===== src/rtl/tomasulo_pkg.sv =====
// Shared Tomasulo definitions: opcodes (common with issue), ROB depth and
// reservation-station index constants.
package tomasulo_pkg;

  localparam int ROB_DEPTH = 8;
  localparam int OP_W      = 4;

  // Opcodes, shared with the issue stage
  localparam logic [OP_W-1:0] LOAD  = 4'd0;
  localparam logic [OP_W-1:0] STORE = 4'd1;
  localparam logic [OP_W-1:0] ADD   = 4'd2;
  localparam logic [OP_W-1:0] SUB   = 4'd3;
  localparam logic [OP_W-1:0] MUL   = 4'd4;
  localparam logic [OP_W-1:0] DIV   = 4'd5;

  // Reservation-station indices
  localparam logic [3:0] ADD1    = 4'd7;
  localparam logic [3:0] ADD2    = 4'd8;
  localparam logic [3:0] ADD3    = 4'd9;
  localparam logic [3:0] MUL1    = 4'd10;
  localparam logic [3:0] MUL2    = 4'd11;
  localparam logic [3:0] GARBAGE = 4'd12;

  // A STORE retires to the store path instead of the register file
  function automatic logic op_is_store(input logic [OP_W-1:0] op);
    return op == STORE;
  endfunction

endpackage


===== src/rtl/rob_commit_if.sv =====
// Issue / CDB / commit bus of the reorder buffer.
// Optional operand lookup ports are present when ROB_FWD_EN is defined.
interface rob_commit_if #(
  parameter int ROB_DEPTH = 8,
  parameter int DATA_W    = 32,
  parameter int REG_AW    = 5,
  parameter int OP_W      = 4
);
  localparam int IDX_W = $clog2(ROB_DEPTH);

  logic                 issue_valid;
  logic [IDX_W-1:0]     issue_idx;
  logic [OP_W-1:0]      issue_op;
  logic [REG_AW-1:0]    issue_dest;
  logic                 issue_err;

  logic                 cdb_valid;
  logic [IDX_W-1:0]     cdb_rob_idx;
  logic [DATA_W-1:0]    cdb_value;

  logic [ROB_DEPTH-1:0] busy_rb;
  logic                 rob_full;

  logic                 commit_valid;
  logic                 commit_ready;
  logic [IDX_W-1:0]     commit_idx;
  logic [REG_AW-1:0]    commit_dest;
  logic [DATA_W-1:0]    commit_value;
  logic                 commit_is_store;

`ifdef ROB_FWD_EN
  logic [IDX_W-1:0]     fwd_idx_a;
  logic [IDX_W-1:0]     fwd_idx_b;
  logic                 fwd_hit_a;
  logic                 fwd_hit_b;
  logic [DATA_W-1:0]    fwd_val_a;
  logic [DATA_W-1:0]    fwd_val_b;

  modport master (
    output issue_valid, issue_idx, issue_op, issue_dest,
    output cdb_valid, cdb_rob_idx, cdb_value,
    output commit_ready,
    output fwd_idx_a, fwd_idx_b,
    input  issue_err, busy_rb, rob_full,
    input  commit_valid, commit_idx, commit_dest, commit_value, commit_is_store,
    input  fwd_hit_a, fwd_hit_b, fwd_val_a, fwd_val_b
  );

  modport slave (
    input  issue_valid, issue_idx, issue_op, issue_dest,
    input  cdb_valid, cdb_rob_idx, cdb_value,
    input  commit_ready,
    input  fwd_idx_a, fwd_idx_b,
    output issue_err, busy_rb, rob_full,
    output commit_valid, commit_idx, commit_dest, commit_value, commit_is_store,
    output fwd_hit_a, fwd_hit_b, fwd_val_a, fwd_val_b
  );
`else
  modport master (
    output issue_valid, issue_idx, issue_op, issue_dest,
    output cdb_valid, cdb_rob_idx, cdb_value,
    output commit_ready,
    input  issue_err, busy_rb, rob_full,
    input  commit_valid, commit_idx, commit_dest, commit_value, commit_is_store
  );

  modport slave (
    input  issue_valid, issue_idx, issue_op, issue_dest,
    input  cdb_valid, cdb_rob_idx, cdb_value,
    input  commit_ready,
    output issue_err, busy_rb, rob_full,
    output commit_valid, commit_idx, commit_dest, commit_value, commit_is_store
  );
`endif

endinterface


===== src/rtl/rob_ptr_ctr.sv =====
// Wrapping ROB pointer with increment enable (used for head and tail).
module rob_ptr_ctr #(
  parameter int IDX_W = 3
) (
  input  logic             clk,
  input  logic             rst,
  input  logic             inc,
  output logic [IDX_W-1:0] ptr
);

  // Advance by one on enable; natural binary wrap since depth is a power of 2
  always_ff @(posedge clk or posedge rst) begin
    if (rst) begin
      ptr <= '0;
    end else if (inc) begin
      ptr <= ptr + IDX_W'(1);
    end
  end

endmodule


===== src/rtl/rob_commit.sv =====
// rob_commit: 8-entry reorder buffer. Accepts in-order allocations from issue,
// captures CDB results, retires in program order through a valid/ready commit
// port, and exports the registered per-entry busy flags.
// Optional feature macro: ROB_FWD_EN (adds two operand lookup ports).
module rob_commit #(
  parameter int ROB_DEPTH = 8,
  parameter int DATA_W    = 32,
  parameter int REG_AW    = 5,
  parameter int OP_W      = 4
) (
  input  logic          clk,
  input  logic          rst,
  rob_commit_if.slave   bus
);
  import tomasulo_pkg::*;

  localparam int IDX_W = $clog2(ROB_DEPTH);
  localparam int CNT_W = $clog2(ROB_DEPTH + 1);

  // Control state (reset)
  logic [ROB_DEPTH-1:0] busy_q;
  logic [ROB_DEPTH-1:0] ready_q;
  logic [CNT_W-1:0]     count_q;
  logic                 issue_err_q;
  logic [IDX_W-1:0]     head;
  logic [IDX_W-1:0]     tail;

  // Entry payload (not reset; qualified by busy/ready)
  logic [OP_W-1:0]      op_q    [ROB_DEPTH];
  logic [REG_AW-1:0]    dest_q  [ROB_DEPTH];
  logic [DATA_W-1:0]    value_q [ROB_DEPTH];

  logic issue_ok;
  logic cdb_hit;
  logic retire;
  logic head_valid;

  // Handshake decode. A full ROB has busy[tail] set, so an issue racing the
  // head retire is rejected: the freed slot is only visible next cycle.
  always_comb begin
    issue_ok   = bus.issue_valid && (bus.issue_idx == tail) && !busy_q[tail];
    cdb_hit    = bus.cdb_valid && busy_q[bus.cdb_rob_idx] &&
                 !(issue_ok && (bus.issue_idx == bus.cdb_rob_idx));
    head_valid = busy_q[head] && ready_q[head];
    retire     = head_valid && bus.commit_ready;
  end

  rob_ptr_ctr #(.IDX_W(IDX_W)) u_tail (
    .clk (clk),
    .rst (rst),
    .inc (issue_ok),
    .ptr (tail)
  );

  rob_ptr_ctr #(.IDX_W(IDX_W)) u_head (
    .clk (clk),
    .rst (rst),
    .inc (retire),
    .ptr (head)
  );

  // Per-entry busy/ready flags: allocate, complete, retire
  always_ff @(posedge clk or posedge rst) begin
    if (rst) begin
      busy_q  <= '0;
      ready_q <= '0;
    end else begin
      if (issue_ok) begin
        busy_q[tail]  <= 1'b1;
        ready_q[tail] <= 1'b0;
      end
      if (cdb_hit) begin
        ready_q[bus.cdb_rob_idx] <= 1'b1;
      end
      if (retire) begin
        busy_q[head]  <= 1'b0;
        ready_q[head] <= 1'b0;
      end
    end
  end

  // Occupancy count; full/empty never inferred from pointer equality
  always_ff @(posedge clk or posedge rst) begin
    if (rst) begin
      count_q <= '0;
    end else begin
      unique case ({issue_ok, retire})
        2'b10:   count_q <= count_q + CNT_W'(1);
        2'b01:   count_q <= count_q - CNT_W'(1);
        default: count_q <= count_q;
      endcase
    end
  end

  // Registered one-cycle reject pulse
  always_ff @(posedge clk or posedge rst) begin
    if (rst) begin
      issue_err_q <= 1'b0;
    end else begin
      issue_err_q <= bus.issue_valid && !issue_ok;
    end
  end

  // Entry payload capture: op/dest at allocation, value from the CDB
  always_ff @(posedge clk) begin
    if (issue_ok) begin
      op_q[tail]   <= bus.issue_op;
      dest_q[tail] <= bus.issue_dest;
    end
    if (cdb_hit) begin
      value_q[bus.cdb_rob_idx] <= bus.cdb_value;
    end
  end

  // Outputs: commit fields come straight from registered head state
  always_comb begin
    bus.issue_err       = issue_err_q;
    bus.busy_rb         = busy_q;
    bus.rob_full        = (count_q == CNT_W'(ROB_DEPTH));
    bus.commit_valid    = head_valid;
    bus.commit_idx      = head;
    bus.commit_dest     = dest_q[head];
    bus.commit_value    = value_q[head];
    bus.commit_is_store = op_is_store(op_q[head]);
  end

`ifdef ROB_FWD_EN
  // Operand lookup of completed but uncommitted results
  always_comb begin
    bus.fwd_hit_a = busy_q[bus.fwd_idx_a] && ready_q[bus.fwd_idx_a];
    bus.fwd_val_a = value_q[bus.fwd_idx_a];
    bus.fwd_hit_b = busy_q[bus.fwd_idx_b] && ready_q[bus.fwd_idx_b];
    bus.fwd_val_b = value_q[bus.fwd_idx_b];
  end
`endif

endmodule


===== src/flat_wrapper.sv =====
// flat-port wrapper written by rule: the top's interface ports become plain ports
module rob_commit_flat import tomasulo_pkg::*;
#(
  parameter int ROB_DEPTH = 8,
  parameter int DATA_W    = 32,
  parameter int REG_AW    = 5,
  parameter int OP_W      = 4
)
  (clk, rst, bus_issue_valid, bus_issue_idx, bus_issue_op, bus_issue_dest, bus_cdb_valid, bus_cdb_rob_idx, bus_cdb_value, bus_commit_ready, bus_issue_err, bus_busy_rb, bus_rob_full, bus_commit_valid, bus_commit_idx, bus_commit_dest, bus_commit_value, bus_commit_is_store);
  rob_commit_if #(.ROB_DEPTH(ROB_DEPTH), .DATA_W(DATA_W), .REG_AW(REG_AW), .OP_W(OP_W)) bus_i ();
  input  logic clk;
  input  logic rst;
  input wire logic [$bits(bus_i.issue_valid)-1:0] bus_issue_valid;
  input wire logic [$bits(bus_i.issue_idx)-1:0] bus_issue_idx;
  input wire logic [$bits(bus_i.issue_op)-1:0] bus_issue_op;
  input wire logic [$bits(bus_i.issue_dest)-1:0] bus_issue_dest;
  input wire logic [$bits(bus_i.cdb_valid)-1:0] bus_cdb_valid;
  input wire logic [$bits(bus_i.cdb_rob_idx)-1:0] bus_cdb_rob_idx;
  input wire logic [$bits(bus_i.cdb_value)-1:0] bus_cdb_value;
  input wire logic [$bits(bus_i.commit_ready)-1:0] bus_commit_ready;
  output wire logic [$bits(bus_i.issue_err)-1:0] bus_issue_err;
  output wire logic [$bits(bus_i.busy_rb)-1:0] bus_busy_rb;
  output wire logic [$bits(bus_i.rob_full)-1:0] bus_rob_full;
  output wire logic [$bits(bus_i.commit_valid)-1:0] bus_commit_valid;
  output wire logic [$bits(bus_i.commit_idx)-1:0] bus_commit_idx;
  output wire logic [$bits(bus_i.commit_dest)-1:0] bus_commit_dest;
  output wire logic [$bits(bus_i.commit_value)-1:0] bus_commit_value;
  output wire logic [$bits(bus_i.commit_is_store)-1:0] bus_commit_is_store;
  assign bus_i.issue_valid = bus_issue_valid;
  assign bus_i.issue_idx = bus_issue_idx;
  assign bus_i.issue_op = bus_issue_op;
  assign bus_i.issue_dest = bus_issue_dest;
  assign bus_i.cdb_valid = bus_cdb_valid;
  assign bus_i.cdb_rob_idx = bus_cdb_rob_idx;
  assign bus_i.cdb_value = bus_cdb_value;
  assign bus_i.commit_ready = bus_commit_ready;
  assign bus_issue_err = bus_i.issue_err;
  assign bus_busy_rb = bus_i.busy_rb;
  assign bus_rob_full = bus_i.rob_full;
  assign bus_commit_valid = bus_i.commit_valid;
  assign bus_commit_idx = bus_i.commit_idx;
  assign bus_commit_dest = bus_i.commit_dest;
  assign bus_commit_value = bus_i.commit_value;
  assign bus_commit_is_store = bus_i.commit_is_store;
  rob_commit #(.ROB_DEPTH(ROB_DEPTH), .DATA_W(DATA_W), .REG_AW(REG_AW), .OP_W(OP_W)) u_core (.clk(clk), .rst(rst), .bus(bus_i));
endmodule

===== config.mk =====
export PLATFORM = sky130hd
export DESIGN_NAME = rob_commit_flat
export DESIGN_NICKNAME = d
export VERILOG_FILES = /design/src/rtl/tomasulo_pkg.sv /design/src/rtl/rob_commit_if.sv /design/src/rtl/rob_ptr_ctr.sv /design/src/rtl/rob_commit.sv /design/src/flat_wrapper.sv
export SDC_FILE = /design/constraint.sdc
export NUM_CORES = 1
export LEC_CHECK = 0
export CORE_MARGIN = 3
export CORE_UTILIZATION = 50
export DETAILED_ROUTE_END_ITERATION = 12
export GPL_TIMING_DRIVEN = 0
export PLACE_DENSITY = 0.76
export SETUP_SLACK_MARGIN = 0.2
export SLEW_MARGIN = 0
export SYNTH_ARGS = -nofsm -noshare
export SYNTH_HDL_FRONTEND = slang
export SYNTH_SLANG_ARGS = --single-unit
export TNS_END_PERCENT = 100

===== constraint.sdc =====
create_clock -name clk -period 4.4 [get_ports clk]
set_clock_uncertainty 0.1 [all_clocks]
set_input_delay 0.66 -clock clk [delete_from_list [all_inputs] [get_ports clk]]
set_output_delay 0.66 -clock clk [all_outputs]
set_load 0.05 [all_outputs]

==> reports/summary.txt <==
Setup TNS - 0 ps
Non-Filler Cell Area, Final - 0.01727 mm²
Critical path arrival - 3410 ps
Number of hold buffers added after cts - 0
Leakage - 0.006137 µW
Routed wire length - 34.50 mm
Final hold vios - 0
Final setup margin - 233.2 ps
FF+latch area - 0.01053 mm²
Commonest non-fill, non-tap cell in the layout - edfxtp_1
Worst-case reg-to-reg path depth - 14
Worst skew pair latency - 510 ps
Die X - 175.4 µm
I/O pins - 104
Die height - 175.4 µm
CTS buffer count - 34
Synth cell types - 67
Root Driver - clkbuf_16
Hold endpoint - u_core.count_q[3]
# fillers - 2007
Seq/Total Area, Yosys - 73.40%
Worst vdd ir - 0.2843 mV
EDFF count, synth - 328
Predominant post-synthesis flop cell - edfxtp_1
Post-route minimum period - 4167 ps
Clock-pin slew on the worst setup and hold paths - 60 ps
Routed wire per std cell - 23.68 µm
Slew Viols, Final - 0
Slew @ Worst Pin - 1363 ps
Yosys warning count - 0
Worst Hold Path Cells - 1
DRC - 0
Worst endpoint required time - 3640 ps
Yosys reg bits - 355
Vias - 8633
Layout cell share with drive strength beyond 1 - 12.62%
RSZ-0062 raised after global routing - yes
Final-report setup violation count - 0
Setup crit start kind - flip-flop
H-tree levels - 2
Clock Sinks - 355
Number of global-route vias before repair - 8666
Core Region - 0.02801 mm²
GPL Wtd Cong - 0.7999
Total track usage - 22.23%
# rows - 61
Area Growth Syn to Fin - 20.42%
Util after Layout - 61.65%
Initial DRT Pass Iterations - 5
Final Power - 10410 µW
Post-DP HPWL - 21.76 mm
Final period utilization - 94.70%
Post-Syn Nets - 961
Crit. End Element - output port
Relative slew slack - 8.634%
Crit path max fanout - 10
Pre-CTS setup slack - 322.5 ps
Post-Syn Area - 0.01434 mm²
CTS max path bufs - 3
Reg2Reg Setup Slack - 1040 ps
I/O Buffers - 102
Initial Utilization - 51.19%
Gr ovfl total - 0
Placed cell area - 0.01609 mm²
PwrDens - 602.9 mW/mm²
Hold Crit Start - u_core.count_q[3]
Mapped Avg Cell Area - 15.86 µm²
Via-to-Cell Ratio - 5.925
Status - completed
Post-Syn Instances - 904
TritonCTS clock tree - done
Crit Path Class - flip-flop to output port
Max-Cap Viols - 0
Die footprint - 0.03075 mm²
Fraction of registers with async set/reset - 7.606%
NumNets Final - 1113
Hold crit path type - flip-flop to flip-flop
Largest net degree at the start of global routing - 33
Area occupied by multi-input gates - 0.003608 mm²
Final ANT Viol Nets - 0
First-pass GRT wire length - 51.83 mm
R2r endpoint - u_core.count_q[2]
RR Startpoint - u_core.u_head.ptr[0]
Most frequent cells in the layout - edfxtp_1, mux2i_1, nand2_1, clkdlybuf4s50_1, o21ai_0
Initial antenna violation count - 1
Fmax achieved - 0.2400 GHz
Initial drt markers - 1071
flip-flops by register name (all words and copies together), names as in the netlist:
register and flops:
u_core.ready_q 8, u_core.count_q 4, u_core.u_head.ptr 3, u_core.dest_q 40
u_core.u_tail.ptr 3, u_core.value_q 256, u_core.bus.issue_err 1, u_core.op_q 32
u_core.bus.busy_rb 8
synth_stat cells (3+ instances only):
library cell | count | area share (%)
o31ai_1 | 3 | 0.16
a2bb2oi_1 | 6 | 0.37
a21oi_1 | 15 | 0.52
nand2_1 | 81 | 2.1
o32a_1 | 3 | 0.21
buf_1 | 6 | 0.16
nor3_1 | 4 | 0.14
xor2_1 | 8 | 0.49
mux4_2 | 3 | 0.47
nor4_1 | 7 | 0.31
ha_1 | 5 | 0.44
nor2b_1 | 5 | 0.22
o21ai_0 | 66 | 2.3
o22a_1 | 6 | 0.37
inv_1 | 8 | 0.21
nor2_1 | 51 | 1.3
mux2i_1 | 115 | 8.0
nand3_1 | 3 | 0.10
mux2_2 | 4 | 0.31
edfxtp_1 | 328 | 69
a31oi_1 | 3 | 0.13
nand2b_1 | 9 | 0.39
dfrtp_1 | 27 | 4.7
clkbuf_1 | 24 | 0.63
xnor2_1 | 3 | 0.18
o221ai_1 | 8 | 0.49
a211oi_1 | 4 | 0.21
buf_2 | 18 | 0.63
nor3_2 | 6 | 0.42
a221o_1 | 28 | 2.0
layout make-up:
| class | instances | area share, % |
|---|---|---|
| flip-flops and latches | 355 | 60.95 |
| multi-input cells | 487 | 20.90 |
| well taps | 378 | 2.739 |
| clock buffers | 45 | 5.347 |
| repair buffers | 116 | 7.470 |
| clock inverters | 13 | 0.8333 |
| plain buffers | 51 | 1.478 |
| inverters | 11 | 0.2681 |
| diodes | 1 | 0.01449 |
power by group:
part | internal [µW] | switching [µW] | leakage [µW] | total (µW)
Sequential | 3830 | 130 | 0.00330 | 3960
Clock | 1650 | 1180 | 0.000514 | 2830
Combinational | 1210 | 2410 | 0.00232 | 3610
cell families after synthesis:
group	share of synthesized area (%)
AO/OA/AOI/OAI	8.429
XOR/XNOR	0.6719
adder cells (fa/ha/maj)	0.4363
buffers and inverters	1.902
flip-flops	73.40
multiplexers	8.996
AND/OR/NAND/NOR	6.169
stage by stage:
stage / instances / hold WS [ps]
floorplan: 904 / 333.9
global placement: 1384 / 347.5
detailed placement: 1398 / 352.2
CTS: 1456 / 364.4
global route: 1456 / 378.9
finish: 1457 / 366.8
repair_timing:
action                     in CTS  in global routing
setup endpoints to repair      37                 34
cloned                          0                  0
buffers inserted                0                  0
gates resized for setup        19                 35
pin swaps                       0                  0
metal layers:
metal  GRT usage, %  up-vias  wire, µm
met2          36.44      399     16830
met1          30.53     4338     14000
met3          4.194       75      2673
met4          6.882        2       982
li1               -     3819         -
met5              0        -        13
worst max-delay path by stage:
stage | startpoint | endpoint | cells past startpoint
2_1_floorplan | bus_cdb_rob_idx[0] | u_core.value_q[6][0] | 4
3_3_place_gp | bus_cdb_rob_idx[0] | u_core.value_q[6][15] | 5
3_5_place_dp | u_core.u_head.ptr[2] | bus_commit_is_store | 7
4_1_cts | u_core.u_head.ptr[1] | bus_commit_value[19] | 7
5_1_grt | u_core.u_head.ptr[1] | bus_commit_value[19] | 7
6_report | u_core.u_head.ptr[1] | bus_commit_value[19] | 7
worst max-delay path: stages (launching register included):
cell	delay, ps
dfrtp_1	470
buf_4	210
buf_2	330
clkbuf_4	370
mux2i_1	240
o21ai_0	140
a221o_1	420
clkdlybuf4s50_1	710
No activity file was read; power rests on OpenSTA's default activity.
